## src/rtl/pxs_vga_stream_gen.sv

```systemverilog
// Source of the pixel stream: free-running h/v counters encoded to {XC,YC,HS,VS,Active}.
// Latency: 1 cycle from counters to VGAStr_o / line_start / frame_start.
// No backpressure: one word per px_clk. PXS_FRAME_CNT_EN adds the frame_cnt output.
module pxs_vga_stream_gen #(
    parameter int H_ACTIVE = 640,
    parameter int H_FP     = 16,
    parameter int H_SYNC   = 96,
    parameter int H_BP     = 48,
    parameter int V_ACTIVE = 480,
    parameter int V_FP     = 10,
    parameter int V_SYNC   = 2,
    parameter int V_BP     = 33,
    parameter bit SYNC_POL = 1'b0
) (
    input  logic        px_clk,
    input  logic        reset,
    output logic [22:0] VGAStr_o,
    output logic        line_start,
`ifdef PXS_FRAME_CNT_EN
    output logic        frame_start,
    output logic [15:0] frame_cnt
`else
    output logic        frame_start
`endif
);

    localparam int H_TOTAL  = H_ACTIVE + H_FP + H_SYNC + H_BP;
    localparam int V_TOTAL  = V_ACTIVE + V_FP + V_SYNC + V_BP;
    localparam int HS_START = H_ACTIVE + H_FP;
    localparam int HS_END   = H_ACTIVE + H_FP + H_SYNC;
    localparam int VS_START = V_ACTIVE + V_FP;
    localparam int VS_END   = V_ACTIVE + V_FP + V_SYNC;
    localparam logic [9:0] H_LAST = 10'(H_TOTAL - 1);
    localparam logic [9:0] V_LAST = 10'(V_TOTAL - 1);

    // XC/YC are 10 bits wide, so totals beyond 1024 cannot be represented.
    if (H_TOTAL > 1024 || V_TOTAL > 1024) begin : g_bad_timing
        $error("pxs_vga_stream_gen: H_TOTAL/V_TOTAL exceed 1024");
    end

    logic [9:0]  r_h_cnt;
    logic [9:0]  r_v_cnt;
    logic [22:0] r_vga;
    logic        r_line_start;
    logic        r_frame_start;

    logic        w_hs;
    logic        w_vs;
    logic        w_active;
    logic        w_h_wrap;
    logic        w_frame_pos;
    logic [22:0] w_word;

    always_comb begin
        w_hs        = ~SYNC_POL;
        w_vs        = ~SYNC_POL;
        if (int'(r_h_cnt) >= HS_START && int'(r_h_cnt) < HS_END) w_hs = SYNC_POL;
        if (int'(r_v_cnt) >= VS_START && int'(r_v_cnt) < VS_END) w_vs = SYNC_POL;
        w_active    = (int'(r_h_cnt) < H_ACTIVE) && (int'(r_v_cnt) < V_ACTIVE);
        w_h_wrap    = (r_h_cnt == H_LAST);
        w_frame_pos = (r_h_cnt == 10'd0) && (r_v_cnt == 10'd0);
        w_word      = {r_h_cnt, r_v_cnt, w_hs, w_vs, w_active};
    end

    always_ff @(posedge px_clk) begin
        if (reset) begin
            r_h_cnt       <= 10'd0;
            r_v_cnt       <= 10'd0;
            r_vga         <= {20'd0, ~SYNC_POL, ~SYNC_POL, 1'b0};
            r_line_start  <= 1'b0;
            r_frame_start <= 1'b0;
        end else begin
            r_vga         <= w_word;
            r_line_start  <= (r_h_cnt == 10'd0);
            r_frame_start <= w_frame_pos;
            if (w_h_wrap) begin
                r_h_cnt <= 10'd0;
                r_v_cnt <= (r_v_cnt == V_LAST) ? 10'd0 : r_v_cnt + 10'd1;
            end else begin
                r_h_cnt <= r_h_cnt + 10'd1;
            end
        end
    end

    assign VGAStr_o    = r_vga;
    assign line_start  = r_line_start;
    assign frame_start = r_frame_start;

`ifdef PXS_FRAME_CNT_EN
    logic [15:0] r_frame_cnt;
    logic        r_frame_seen;

    // The first frame_start after reset opens frame 1 and is not counted.
    always_ff @(posedge px_clk) begin
        if (reset) begin
            r_frame_cnt  <= 16'd0;
            r_frame_seen <= 1'b0;
        end else if (w_frame_pos) begin
            if (r_frame_seen) r_frame_cnt <= r_frame_cnt + 16'd1;
            r_frame_seen <= 1'b1;
        end
    end

    assign frame_cnt = r_frame_cnt;
`endif

endmodule
```

## config.mk

```make
export PLATFORM = sky130hd
export DESIGN_NAME = pxs_vga_stream_gen
export DESIGN_NICKNAME = d
export VERILOG_FILES = /design/src/rtl/pxs_vga_stream_gen.sv
export SDC_FILE = /design/constraint.sdc
export NUM_CORES = 1
export LEC_CHECK = 0
export BUFFER_PORTS_ARGS = -buffer_cell sky130_fd_sc_hd__buf_2
export CAP_MARGIN = 15
export CORE_MARGIN = 5
export CORE_UTILIZATION = 34
export CTS_CLUSTER_SIZE = 8
export DETAILED_ROUTE_END_ITERATION = 16
export GPL_ROUTABILITY_DRIVEN = 1
export GPL_TIMING_DRIVEN = 0
export HOLD_SLACK_MARGIN = 0.15
export MAX_ROUTING_LAYER = met4
export PLACE_DENSITY = 0.53
export SETUP_SLACK_MARGIN = 0.05
export SLEW_MARGIN = 10
export SYNTH_ARGS = -nofsm -noshare
export SYNTH_HDL_FRONTEND = slang
export SYNTH_SLANG_ARGS = --single-unit
```

## constraint.sdc

```tcl
create_clock -name px_clk -period 2 [get_ports px_clk]
set_input_delay 0.4 -clock px_clk [delete_from_list [all_inputs] [get_ports px_clk]]
set_output_delay 0.4 -clock px_clk [all_outputs]
set_load 0.02 [all_outputs]
```

==> After elaboration in Yosys (flattened, before gate mapping) <==
Index checks and enable logic that the tools add are counted.
{ "totals": {"register_bits": 45, "output_inout_bits": 25, "wordCells": 25} }
{ "classes": {"n_addsub": 2, "order_cmp": 6, "eq_ne": 2, "muxes": 3, "n_reduce_logical": 7} }
{ "op_table": {"columns": ["operator", "count"], "rows": [
  ["$add 10x1->10 const B", 2],
  ["$eq 10x10->1 const B", 2],
  ["$logic_not 10->1", 2],
  ["$lt 10x10->1 const B", 2],
  ["$lt 10x9->1 const B", 2],
  ["$ge 10x10->1 const B", 1],
  ["$ge 10x9->1 const B", 1],
  ["$mux 10", 1],
  ["$logic_and 1x1->1", 4],
  ["$mux 1", 2],
  ["$reduce_or 2->1", 1]
]} }

==> Longest topological paths before layout <==
{ "logic_depth": {"depth_word": 3, "ltp_mapped": 7} }

==> Worst setup path before layout <==
No wires, ideal clock.
{ "synth_timing": {"path_type": "reg-to-reg", "from": "register r_h_cnt[4]", "to": "register r_v_cnt[7]", "setup_time_ps": 70, "arrival_time_ps": 1844, "required_time_ps": 1930, "setup_slack_ps": 86, "stages_incl_launch_ff": 7, "n_path_buf": 2, "path_cell_list": "dfxtp_1 -> buf_4 -> or3b_1 -> buf_2 -> or4_4 -> or3_1 -> a21oi_1"} }
{ "synth_via": {"elab_chain_cells": 1} }
{ "synth_lines": {"columns": ["element", "line_no", "source"], "rows": [
  ["start, declared", "41", "logic [9:0] r_h_cnt;"],
  ["start signal, assigned", "80", "r_h_cnt <= r_h_cnt + 10'd1;"],
  ["$eq 10x10->1", "60", "w_h_wrap = (r_h_cnt == H_LAST);"],
  ["end signal, assigned", "78", "r_v_cnt <= (r_v_cnt == V_LAST) ? 10'd0 : r_v_cnt + 10'd1;"],
  ["end, declared", "42", "logic [9:0] r_v_cnt;"]
]} }
No other way between the ends.
A chain may end at the register's enable or synchronous reset.

==> Worst setup path in the final report <==
Ends and elaborated chain as after synthesis.

==> key figures <==
Clock tree
  • Clock slew at reported path FFs: 0.08 ns
  • Setup bufs post-CTS: 0
  • CTS root buffer: clkbuf_8
  • CTS tree: done
  • Worst-Skew Late Latency: 0.30 ns
  • Htree depth: 2
  • Max clock buf depth: 2
  • Clock sink count: 45
  • CTS Buf Count: 5

Yosys
  • YS warnings: 0
  • Share of the yosys chip area belonging to registers: 54.0%
  • Simple-gate share of the synthesized area: 28.0%
  • Mapped Area: 1670 um2
  • Share of the synthesized area in the top cell type: 54.0%
  • Adder-cell share of the synthesized area: 3.75%
  • Dominant synthesized flop cell: dfxtp_1
  • Xor and xnor area share after synthesis: 6.30%
  • Post-synth EDFFs: 0
  • Post-Syn Instances: 172
  • Post-synth ARST share: 0%
  • Yosys top cell by area: dfxtp_1
  • Mapped Nets: 179
  • Syn Area/Cell: 9.70 um2
  • Netlist cell types: 33
  • Largest family of logic cells by synthesized area: simple AND/OR/NAND/NOR gates
  • Synth Area in Compound Gates: 2.62%
  • Mux contribution to synthesized area: 1.87%
  • Top post-synthesis cells by area: dfxtp_1 (54%), nor2b_1 (6.0%), nor2_1 (5.8%)
  • Synth Register Bits: 45

Floorplanning
  • Die X-Extent: 80.1 um
  • Std cell rows: 25
  • Die Ht: 80.1 um
  • Area of the die: 6410 um2
  • Ports: 27
  • Initial Util: 35.1%
  • Std-Cell Core Area: 4750 um2

Final layout
  • Fin area: 2050 um2
  • Fin util: 43.2%
  • Most frequent cells in the layout: dfxtp_1 (44), nor2_1 (26), buf_2 (26), nor2b_1 (16)
  • Filler instances: 483
  • Layout cells sized above 1: 24.4%
  • ANT cells: 0
  • Area Overhead vs Synth: 22.9%
  • Net count, final: 211
  • Most common cell after layout, fill and taps aside: dfxtp_1

Route
  • WL/cell: 11.6 um
  • Drt first pass iters: 4
  • Via count: 1176
  • Post-DRT Antenna Nets: 0
  • First DRT Iteration DRCs: 70
  • Post-route DRC: 0
  • Post-DR vias/cell: 4.32
  • DRT Wirelength: 3150 um

STA
  • Tcrit/Tclk final: 96.2%
  • Clock Skew: 0.00945 ns
  • Final min period: 1.92 ns
  • Slew @ Worst Pin: 0.553 ns
  • Max Fclk: 520 MHz
  • Slew headroom: 63.1%
  • Hold Vio Cnt, Final: 0
  • Max Slew Vio Count: 0
  • # setup viols final: 0
  • RSZ-0062 raised after global routing: yes

Global routing
  • First-pass GRT wire length: 5050 um
  • Vias in the first global route: 1062
  • Gr ovfl total: 0
  • Overall Global Routing Usage: 10.6%
  • Initial antenna violation count: 0
  • Largest net degree at the start of global routing: 15

Worst hold path
  • Hold Path End: VGAStr_o[6]$_SDFF_PP0_
  • HP Class: in2reg
  • HP Start: reset
  • Hold Path Depth: 2

Placement
  • Buffers on Ports: 26
  • Area after DPL: 1880 um2
  • Dpl hpwl: 2150 um
  • Gpl congestion: 0.750

Outcome
  • Outcome: finished, final reports clean

Job
  • Max-cap violations: 0

Pwr
  • Pleak: 0.826 nW
  • Max VDD drop: 0.339 mV
  • PD cells: 822 nW/um2

Worst setup path
  • R2r setup slk: 0.08 ns
  • Data arrival, critical path: 2.15 ns
  • R2R Path End: r_v_cnt[7]$_SDFFE_PP0N_
  • Req. time, crit path: 2.23 ns
  • R2R depth: 6
  • Worst-path maximum fanout: 8
  • Setup CP Type: reg2reg
  • CP startpoint kind: flip-flop
  • Crit. End Element: flip-flop
  • Worst r2r src: r_h_cnt[4]$_SDFF_PP0_
[cell usage after synthesis (3+ instances only)]
cell,n
o21ai_0,4
nor3_1,3
and3_1,3
inv_1,7
nand2_1,6
clkbuf_1,5
or3_1,4
dfxtp_1,45
nor2b_1,16
nand4_1,4
ha_1,5
a21oi_1,3
nor2_1,26
xnor2_1,6
nand3_1,5
nor4_1,5
xor2_1,6
[power breakdown]
| group | switching [mW] | total [mW] | internal (mW) |
|---|---|---|---|
| Combinational | 0.0410 | 0.0617 | 0.0207 |
| Sequential | 0.00887 | 0.918 | 0.909 |
| Clock | 0.301 | 0.707 | 0.406 |
| Total | 0.351 | 1.69 | 1.34 |
[sequential cells by signal, summed over array words and instances (netlist names)]
name / flops
VGAStr_o: 23
frame_start: 1
line_start: 1
r_h_cnt: 10
r_v_cnt: 10
[layout make-up]
| class | instances | area, um2 | area share, % |
|---|---|---|---|
| flip-flops and latches | 45 | 902 | 44.0 |
| multi-input cells | 113 | 752 | 36.6 |
| repair buffers | 26 | 130 | 6.34 |
| well taps | 67 | 83.8 | 4.09 |
| clock buffers | 6 | 82.6 | 4.02 |
| clock inverters | 2 | 37.5 | 1.83 |
| plain buffers | 6 | 37.5 | 1.83 |
| inverters | 7 | 26.3 | 1.28 |
[per-layer routing]
layer | wire length, um | global-route usage (%) | part of all wire, % | up-vias
met1 | 1630 | 13.5 | 52 | 513
met2 | 1290 | 14.8 | 41 | 21
met3 | 165 | 4.15 | 5.2 | 4
met5 | 0 | - | 0 | -
li1 | - | - | - | 638
met4 | 58 | 4.56 | 1.8 | 0
[critical path, stage by stage (launching register included)]
cell     delay, ns
dfxtp_1       0.33
buf_6         0.12
or3b_1        0.37
buf_6         0.15
or4_4         0.44
or3_1         0.32
a21oi_1       0.13
[timing repair]
action / CTS / global route
gates resized for setup: 7 / 6
pin swaps: 1 / 2
hold buffers: 0 / 0
gates cloned: 0 / 0
endpoints found under the setup margin: 17 / 15
[stage by stage]
| stage | instances | hold WS (ns) | worst slack (ns) | total power, mW | setup TNS [ns] |
|---|---|---|---|---|---|
| after floorplan | 172 | 0.437 | 0.0865 | 0.978 | 0 |
| after global placement | 265 | 0.455 | -0.248 | 1.00 | -2.60 |
| after detailed placement | 265 | 0.460 | -0.246 | 1.00 | -2.36 |
| after CTS | 273 | 0.274 | 0.0551 | 1.71 | 0 |
| after global routing | 272 | 0.285 | 0.0218 | 1.76 | 0 |
| final | 272 | 0.282 | 0.0769 | 1.69 | 0 |
[cells by family (layout without fill, tap and decap cells)]
group,after synthesis,after routing
adders and majority gates,5,5
buffers and inverters,14,47
xor gates and xnor gates,12,12
and+or+nand+nor,85,85
AOI/OAI and AO/OA,8,8
DFF,45,45
muxes,3,3
[worst max path at each step]
stage | startpoint | endpoint | slack, ns
6_report | r_h_cnt[4]$_SDFF_PP0_ | r_v_cnt[7]$_SDFFE_PP0N_ | 0.08
5_1_grt | r_h_cnt[4]$_SDFF_PP0_ | r_v_cnt[7]$_SDFFE_PP0N_ | 0.02
4_1_cts | r_h_cnt[0]$_SDFF_PP0_ | r_v_cnt[9]$_SDFFE_PP0N_ | 0.06
3_5_place_dp | r_h_cnt[0]$_SDFF_PP0_ | r_h_cnt[3]$_SDFF_PP0_ | -0.25
3_3_place_gp | r_h_cnt[0]$_SDFF_PP0_ | r_h_cnt[5]$_SDFF_PP0_ | -0.25
2_1_floorplan | r_h_cnt[4]$_SDFF_PP0_ | r_v_cnt[7]$_SDFFE_PP0N_ | 0.09
(Power assumes the default switching activity.)
